$ cat src/rtl/clock_pkg.sv
// clock_pkg: shared state type, BCD limits and wrap-around increment helpers for clock setting
package clock_pkg;
  typedef enum logic [1:0] {RUN, SET_H, SET_M, COMMIT} set_state_t;
  localparam logic [1:0] HOUR_MAX_MSD      = 2'd2;
  localparam logic [3:0] HOUR_MAX_LSD_AT_2 = 4'd3;
  localparam logic [2:0] MIN_MAX_MSD       = 3'd5;
  localparam logic [3:0] BCD_MAX           = 4'd9;
  typedef struct packed {
    logic [1:0] msd;
    logic [3:0] lsd;
  } hour_t;
  typedef struct packed {
    logic [2:0] msd;
    logic [3:0] lsd;
  } min_t;
  function automatic hour_t hour_inc(input hour_t h);
    return (h.msd == HOUR_MAX_MSD && h.lsd == HOUR_MAX_LSD_AT_2) ? 6'd0 :
           (h.lsd == BCD_MAX) ? {h.msd + 2'd1, 4'd0} : {h.msd, h.lsd + 4'd1};
  endfunction
  function automatic min_t min_inc(input min_t m);
    return (m.lsd != BCD_MAX) ? {m.msd, m.lsd + 4'd1} :
           (m.msd == MIN_MAX_MSD) ? 7'd0 : {m.msd + 3'd1, 4'd0};
  endfunction
endpackage

$ cat src/rtl/btn_debounce.sv
// btn_debounce: 2-FF synchronizer, stable-level debounce and one-cycle press pulse
//   clock, reset : system clock, synchronous active-high reset
//   btn          : raw asynchronous button level
//   evt          : one-cycle pulse on the debounced 0->1 edge
module btn_debounce #(
  parameter int DEBOUNCE_CYCLES = 500000
) (
  input  logic clock,
  input  logic reset,
  input  logic btn,
  output logic evt
);
  localparam int CW = $clog2(DEBOUNCE_CYCLES + 1);
  localparam logic [CW-1:0] LAST = CW'(DEBOUNCE_CYCLES - 1);
  logic [1:0] sync_q, sync_d;
  logic [CW-1:0] cnt_q, cnt_d;
  logic level_q, level_d, evt_q, evt_d, done;
  always_comb begin
    sync_d  = {sync_q[0], btn};
    done    = (sync_q[1] != level_q) && (cnt_q == LAST);
    cnt_d   = (sync_q[1] == level_q || done) ? '0 : cnt_q + 1'b1;
    level_d = done ? sync_q[1] : level_q;
    evt_d   = done & sync_q[1];
  end
  always_ff @(posedge clock) begin
    if (reset) begin
      sync_q  <= '0;
      cnt_q   <= '0;
      level_q <= 1'b0;
      evt_q   <= 1'b0;
    end else begin
      sync_q  <= sync_d;
      cnt_q   <= cnt_d;
      level_q <= level_d;
      evt_q   <= evt_d;
    end
  end
  assign evt = evt_q;
endmodule

$ cat src/rtl/clock_set_ctrl.sv
// clock_set_ctrl: two-button time-setting front end producing BCD load values for the clock counters
//   clock, reset         : system clock, synchronous active-high reset
//   btn_mode, btn_inc    : raw buttons (cycle fields / increment field)
//   cur_*                : live BCD time, copied in when editing starts
//   set_*                : BCD hour/minute to load
//   set_load             : one-cycle load strobe at commit
//   set_active           : counters hold while high
//   blink_h, blink_m     : blank the field being edited
module clock_set_ctrl
  import clock_pkg::*;
#(
  parameter int DEBOUNCE_CYCLES = 500000,
  parameter int BLINK_CYCLES    = 12500000
) (
  input  logic       clock,
  input  logic       reset,
  input  logic       btn_mode,
  input  logic       btn_inc,
  input  logic [1:0] cur_h_Msd,
  input  logic [3:0] cur_h_Lsd,
  input  logic [2:0] cur_m_Msd,
  input  logic [3:0] cur_m_Lsd,
  output logic [1:0] set_h_Msd,
  output logic [3:0] set_h_Lsd,
  output logic [2:0] set_m_Msd,
  output logic [3:0] set_m_Lsd,
  output logic       set_load,
  output logic       set_active,
  output logic       blink_h,
  output logic       blink_m
);
  localparam int BW = $clog2(BLINK_CYCLES + 1);
  localparam logic [BW-1:0] BLAST = BW'(BLINK_CYCLES - 1);
  logic mode_evt, inc_evt;
  set_state_t state_q, state_d;
  hour_t hour_q, hour_d;
  min_t min_q, min_d;
  logic [BW-1:0] bcnt_q, bcnt_d;
  logic phase_q, phase_d, clr, wrap;
  logic load_q, load_d, active_q, active_d, bh_q, bh_d, bm_q, bm_d;
  btn_debounce #(.DEBOUNCE_CYCLES(DEBOUNCE_CYCLES)) u_mode (
    .clock(clock), .reset(reset), .btn(btn_mode), .evt(mode_evt)
  );
  btn_debounce #(.DEBOUNCE_CYCLES(DEBOUNCE_CYCLES)) u_inc (
    .clock(clock), .reset(reset), .btn(btn_inc), .evt(inc_evt)
  );
  // mode is tested first in each edit state so a coincident increment is dropped
  always_comb begin
    state_d = state_q;
    hour_d  = hour_q;
    min_d   = min_q;
    case (state_q)
      RUN: if (mode_evt) begin
        state_d = SET_H;
        hour_d  = {cur_h_Msd, cur_h_Lsd};
        min_d   = {cur_m_Msd, cur_m_Lsd};
      end
      SET_H: if (mode_evt) state_d = SET_M;
        else if (inc_evt) hour_d = hour_inc(hour_q);
      SET_M: if (mode_evt) state_d = COMMIT;
        else if (inc_evt) min_d = min_inc(min_q);
      default: state_d = RUN;
    endcase
    // any state change or increment restarts the blink with the field visible
    clr      = state_d != state_q || inc_evt || !(state_q inside {SET_H, SET_M});
    wrap     = bcnt_q == BLAST;
    bcnt_d   = (clr || wrap) ? '0 : bcnt_q + 1'b1;
    phase_d  = clr ? 1'b0 : phase_q ^ wrap;
    active_d = state_d != RUN;
    load_d   = state_d == COMMIT;
    bh_d     = state_d == SET_H && phase_d;
    bm_d     = state_d == SET_M && phase_d;
  end
  always_ff @(posedge clock) begin
    if (reset) begin
      state_q  <= RUN;
      hour_q   <= '0;
      min_q    <= '0;
      bcnt_q   <= '0;
      phase_q  <= 1'b0;
      load_q   <= 1'b0;
      active_q <= 1'b0;
      bh_q     <= 1'b0;
      bm_q     <= 1'b0;
    end else begin
      state_q  <= state_d;
      hour_q   <= hour_d;
      min_q    <= min_d;
      bcnt_q   <= bcnt_d;
      phase_q  <= phase_d;
      load_q   <= load_d;
      active_q <= active_d;
      bh_q     <= bh_d;
      bm_q     <= bm_d;
    end
  end
  assign set_h_Msd  = hour_q.msd;
  assign set_h_Lsd  = hour_q.lsd;
  assign set_m_Msd  = min_q.msd;
  assign set_m_Lsd  = min_q.lsd;
  assign set_load   = load_q;
  assign set_active = active_q;
  assign blink_h    = bh_q;
  assign blink_m    = bm_q;
endmodule

$ cat config.mk
export PLATFORM = sky130hd
export DESIGN_NAME = clock_set_ctrl
export DESIGN_NICKNAME = d
export VERILOG_FILES = /design/src/rtl/clock_pkg.sv /design/src/rtl/btn_debounce.sv /design/src/rtl/clock_set_ctrl.sv
export SDC_FILE = /design/constraint.sdc
export NUM_CORES = 1
export LEC_CHECK = 0
export CAP_MARGIN = 20
export CORE_ASPECT_RATIO = 0.75
export CORE_MARGIN = 2
export CORE_UTILIZATION = 30
export DETAILED_ROUTE_END_ITERATION = 6
export PLACE_DENSITY = 0.48
export SKIP_LAST_GASP = 1
export SLEW_MARGIN = 25
export SYNTH_ARGS = -nofsm -noshare
export SYNTH_HDL_FRONTEND = slang
export SYNTH_SLANG_ARGS = --single-unit
$ cat constraint.sdc
create_clock -name clock -period 3.1 [get_ports clock]
set_input_delay 0.465 -clock clock [delete_from_list [all_inputs] [get_ports clock]]
set_output_delay 0.465 -clock clock [all_outputs]
set_load 0.1 [all_outputs]
Word level (Yosys, flattened, before mapping)

Index checks and enable logic that the tools add are counted.

Bits of input ports: 17
Flip-flop bits (word level): 90
Output and inout port bits: 17
Logic and storage cells: 94

Muxes and demuxes: 17
Bitwise logic cells: 3
Reduce and logical (&&, ||, !) cells: 23
Equality and inequality tests: 25
Add/sub/neg operators: 7

Operators by type and width:

| kind                    | number |
|---|---|
| $add A19 B1 Y19 const B | 2 |
| $eq A19 B19 Y1 const B  | 2 |
| $mux W7                 | 5 |
| $mux W6                 | 5 |
| $add A24 B1 Y24 const B | 1 |
| $eq A24 B24 Y1 const B  | 1 |
| $pmux W7 S2             | 1 |
| $pmux W6 S2             | 1 |
| $reduce_and A5 Y1       | 2 |
| $add A4 B1 Y4 const B   | 2 |
| $eq A2 B2 Y1 const B    | 4 |
| $reduce_and A4 Y1       | 2 |
| $reduce_bool A2 Y1      | 4 |
| $mux W2                 | 3 |
| $ne A2 B1 Y1 const B    | 3 |
| $ne A2 B2 Y1 const B    | 3 |
| $pmux W2 S3             | 1 |
| $reduce_or A2 Y1        | 3 |
| $logic_and A1 B1 Y1     | 5 |
| $logic_or A1 B1 Y1      | 5 |
| $eq A2 B1 Y1 const B    | 2 |
| $eq A4 B2 Y1 const B    | 1 |
| $eq A4 B4 Y1 const B    | 1 |
| $ne A4 B4 Y1 const B    | 1 |
| 12 further kinds        | 15 |

Logic depth before layout (Yosys ltp)

Word-level depth: 7
Gate-level depth with buffers: 8
Depth with buffers taken out: 7

Hierarchy

Synthesis repeated with hierarchy kept, for this count alone.

Cell total of the unflattened synthesis: 516
Area, all modules: 4,563.1 µm²

Modules (own cells, without submodules):

| module         | cells an instance | area each (µm²) | times used |
|---|---|---|---|
| clock_set_ctrl | 286               | 2,486.1         | 1 |
| btn_debounce   | 115               | 1,038.5         | 2 |

Worst setup path after synthesis

Ideal clock, no wire load.

Kind: register -> register
Start point: reg hour_q (netlist bit set_h_Lsd[0])
End point: reg hour_q (netlist bit set_h_Lsd[3])
Clock period less this slack: 2,186 ps
Setup time: 132 ps
Data arrival time: 2,054 ps
Stages on the path, launching flop included: 7
Path buffers: 0
Slack: 914 ps
Cells stage by stage: dfxtp_1 -> ha_1 -> nand2_1 -> a21o_1 -> and2_1 -> a221oi_1 -> nor3_1

Longest elaborated chain between the ends: 6
Elaborated cells on any way between the ends: 9
Classes of those cells: add/sub: 1; eq/ne: 2; mux: 5; reduce/logical: 1

RTL lines:

| element                                        | line                             | RTL |
|---|---|---|
| start: declaration                             | clock_set_ctrl.sv:36             | `hour_t hour_q, hour_d;` |
| start signal: assignment                       | clock_set_ctrl.sv:87             | `hour_q <= hour_d;` |
| $add A4 B1 Y4, or another cell as far along    | clock_pkg.sv:18                  | `(h.lsd == BCD_MAX) ? {h.msd + 2'd1, 4'd0} : {h.msd, h.lsd + 4'd1};` |
| $mux W6 or $logic_and A1 B1 Y1 (tied branches) | clock_pkg.sv:18, clock_pkg.sv:17 |  |
| $mux W6 (*)                                    | clock_pkg.sv:17                  | `return (h.msd == HOUR_MAX_MSD && h.lsd == HOUR_MAX_LSD_AT_2) ? 6'd0 :` |
| $mux W6 (*)                                    | clock_set_ctrl.sv:59             | `else if (inc_evt) hour_d = hour_inc(hour_q);` |
| $mux W6 (*)                                    | clock_set_ctrl.sv:58             | `SET_H: if (mode_evt) state_d = SET_M;` |
| $pmux W6 S2 (*)                                | clock_set_ctrl.sv:52             | `case (state_q)` |

Every way passes the cells marked *; elsewhere a longest branch is shown, timed or not. The select of a mux whose other input is x is not followed.
A chain may end at the register's enable or synchronous reset.

Worst setup path in the final report

Start point: reg state_q[1]
End point: reg hour_q (netlist bit set_h_Lsd[2])

Longest elaborated chain between the ends: 3
Elaborated cells on any way between the ends: 8
Classes of those cells: eq/ne: 4; mux: 1; reduce/logical: 3

RTL lines:

| element                                                     | line                 | RTL |
|---|---|---|
| start: declaration                                          | clock_set_ctrl.sv:35 | `set_state_t state_q, state_d;` |
| start signal: assignment                                    | clock_set_ctrl.sv:86 | `state_q <= state_d;` |
| $eq A2 B1 Y1 or $logic_not A2 Y1 (tied branches)            | clock_set_ctrl.sv:52 |  |
| $ne A2 B1 Y1 (no source line), or another cell as far along | n/a                  |  |
| $reduce_and A4 Y1 (no source line)                          | n/a                  |  |

Parallel ways exist; a longest one is shown, timed or not.

==> impl_metrics.env <==
export IMPL_drtIter0Drc=204
export IMPL_clock_sinks=90
export IMPL_yosysUniqueCellTypes=52
export IMPL_synthToLayoutAreaGrowth_pct=17.6
export IMPL_drc=3
export IMPL_worstPathCellList="inv_1 -> ha_1 -> inv_1 -> mux2i_1 -> o21ai_0 -> a22oi_1 -> nor2_1"
export IMPL_cts_tree="built"
export IMPL_worstPathMaxFanout=11
export IMPL_violations="design-rule violations"
export IMPL_final_period_utilization_pct=74.9
export IMPL_grt_overflow_total=0
export IMPL_power_mw=2.32
export IMPL_firstDrtPassIters=7
export IMPL_drive_gt1_share_pct=8.63
export IMPL_crit_family="multiplexers"
export IMPL_crit_top_cell="inv_1"
export IMPL_finalSetupViolCount=0
export IMPL_synth_enable_flop_cells=0
export IMPL_r2r_setup_slack_ns=0.78
export IMPL_rsz0062_at_grt="no"
export IMPL_synth_seq_cells=90
export IMPL_syn_nets=502
export IMPL_ir_drop_uv=249
export IMPL_status="complete, but fails checks"
export IMPL_synth_top_area_share_pct=43.3
export IMPL_dr_total_vias=3235
export IMPL_critPathSlowestCell="mux2i_1"
export IMPL_clock_latency_ns=0.33
export IMPL_p_leak_nw=1.67
export IMPL_numPortBuffers=33
export IMPL_pre_cts_slack_ns=0.815
export IMPL_post_cts_buffers=0
export IMPL_maxSlewHeadroom_pct=42.9
export IMPL_antenna_found_initial=0
export IMPL_grt_max_degree=24
export IMPL_cts_resized=0
export IMPL_finalMaxSlewViolations=0
export IMPL_hold_ws_ns=0.435
export IMPL_place_inst=670
export IMPL_syn_avg_cell_area_sq_um=8.80
export IMPL_end_kind="flop"
export IMPL_h_tree_depth=3
export IMPL_placed_area_sq_um=4610
export IMPL_yosys_warnings=0
export IMPL_final_cells=685
export IMPL_dieArea_sq_um=14800
export IMPL_ys_async_sr_fraction_pct=0
export IMPL_fin_crit_ns=2.32
export IMPL_drt_vias_per_instance=4.72
export IMPL_synth_area_top_cells="dfxtp_1, nor2_1, xor2_1, xnor2_1, ha_1"
export IMPL_fin_skew_ns=0.00777
export IMPL_synthTopCellsByCount="dfxtp_1, nor2_1, xor2_1, nand2_1, nand3_1"
export IMPL_globalplace_congestion=0.728
export IMPL_num_rows=37
export IMPL_max_stage_delay_ns=0.54
export IMPL_initial_core_util_pct=30.5
export IMPL_clk_path_buf_depth=2
export IMPL_ys_flop_type="dfxtp_1"
export IMPL_cts_clk_slew_worst_paths_ns=0.06
export IMPL_critPathLaunchType="flop"
export IMPL_grt_pass1_wl_mm=14.3
export IMPL_timing_final_ws_setup_ns=0.778
export IMPL_root_buffer="clkbuf_16"
export IMPL_crit_required_ns=3.33
export IMPL_cap_viol_max_count=0
export IMPL_power_density_nw_per_um2=474
export IMPL_hold_viol=0
export IMPL_synth_cells=473
export IMPL_grt_pass1_vias=3066
export IMPL_antenna_cells=0
export IMPL_die_w_um=140
export IMPL_track_usage_pct=11.6
export IMPL_max_slew_worst_pin_slew_ns=0.848
export IMPL_finalSetupTns_ns=0
export IMPL_die_height_um=106
export IMPL_dp_hpwl_mm=5.82
export IMPL_hp_class="flop to flop"
export IMPL_final_util_pct=35.9
export IMPL_fin_area_sq_um=4900
export IMPL_wl_per_cell_um=12.3
export IMPL_clock_fmax_mhz=431
export IMPL_synth_area_sq_um=4160
export IMPL_antenna_left=0
export IMPL_cts_buffers=9
export IMPL_synth_top_area_cell="dfxtp_1"
export IMPL_seq_area_frac_synth_pct=43.3
export IMPL_ctsHoldBuffers=0
export IMPL_critPathKind="flop to flop"
export IMPL_worstPathArrival_ns=2.55
export IMPL_crit_buf_inv=2
export IMPL_io_pins=34
export IMPL_nNetsFinal=535
export IMPL_core_area_sq_um=13700
export IMPL_wirelength_mm=8.40
==> power by group <==
| part | switching [mW] | internal (mW) |
|---|---|---|
| sequential | 0.00515 | 1.16 |
| combinational | 0.0514 | 0.0435 |
| clock | 0.442 | 0.619 |
==> layout by cell type (no fill, tap or decap), types with 3 or more instances in the layout <==
cell	synthesis	routed
a211oi_1	3	3
a21oi_1	5	5
a22oi_1	4	4
a311oi_1	3	3
and3_1	12	12
and4_1	6	6
buf_4	4	19
clkbuf_16	0	9
clkdlybuf4s50_1	0	16
dfxtp_1	90	90
ha_1	12	12
inv_1	15	15
mux2i_1	7	7
nand2_1	31	31
nand2b_1	4	4
nand3_1	27	27
nand3b_1	5	5
nand4_1	19	19
nor2_1	90	90
nor2b_1	7	7
nor3_1	8	8
nor4_1	6	6
nor4b_1	4	4
o21ai_0	6	6
o2bb2ai_1	3	3
or2_2	3	3
xnor2_1	22	22
xor2_1	38	38
==> worst register-to-register path, stage by stage, from the launching register on <==
cell and delay (ns):
dfxtp_1 0.46, inv_1 0.14, ha_1 0.31, inv_1 0.33
mux2i_1 0.54, o21ai_0 0.17, a22oi_1 0.21, nor2_1 0.05
==> routing by layer <==
layer  share of wire [%]  track usage (%)  wire length (um)  vias up
li1                    -                -                 -     1696
met1                  55             16.2              4590     1492
met2                  41             17.2              3420       36
met3                 3.5             3.51               291       11
met4                 1.2             3.10                98        0
met5                   0                0                 0        -
==> final timing paths <==
| path | cells after the start | from | to |
|---|---|---|---|
| hold reg to reg | 1 | u_mode.sync_q[0] | u_mode.sync_q[1] |
| setup / recovery | 7 | state_q[1] | set_h_Lsd[2] |
| hold / removal | 1 | u_mode.sync_q[0] | u_mode.sync_q[1] |
| setup reg to reg | 7 | state_q[1] | set_h_Lsd[2] |
==> sequential cells by signal, indices dropped and copies added (netlist names), 2 cells and up <==
register and flops:
u_mode.cnt_q 19, set_m_Msd 3, u_inc.cnt_q 19, set_h_Msd 2, u_inc.sync_q 2, state_q 2
set_m_Lsd 4, u_mode.sync_q 2, bcnt_q 24, set_h_Lsd 4
==> area by class of cell <==
class | count | area, sq um
inverters | 16 | 60.1
well taps | 175 | 219
multi-input cells | 354 | 2230
clock buffers | 10 | 229
flip-flops and latches | 90 | 1800
clock inverters | 5 | 56.3
fillers | 1413 | 8760
repair buffers | 35 | 303
==> cells by family after synthesis <==
family / Yosys count / share of synthesized area, %
flops: 90 / 43.3
simple gates: 234 / 28.5
xor+xnor: 60 / 12.6
buf+inv: 29 / 3.18
mux: 8 / 1.95
fa+ha+maj: 12 / 3.61
compound gates: 40 / 6.91
Note: power is estimated with default switching activity, not from simulation.
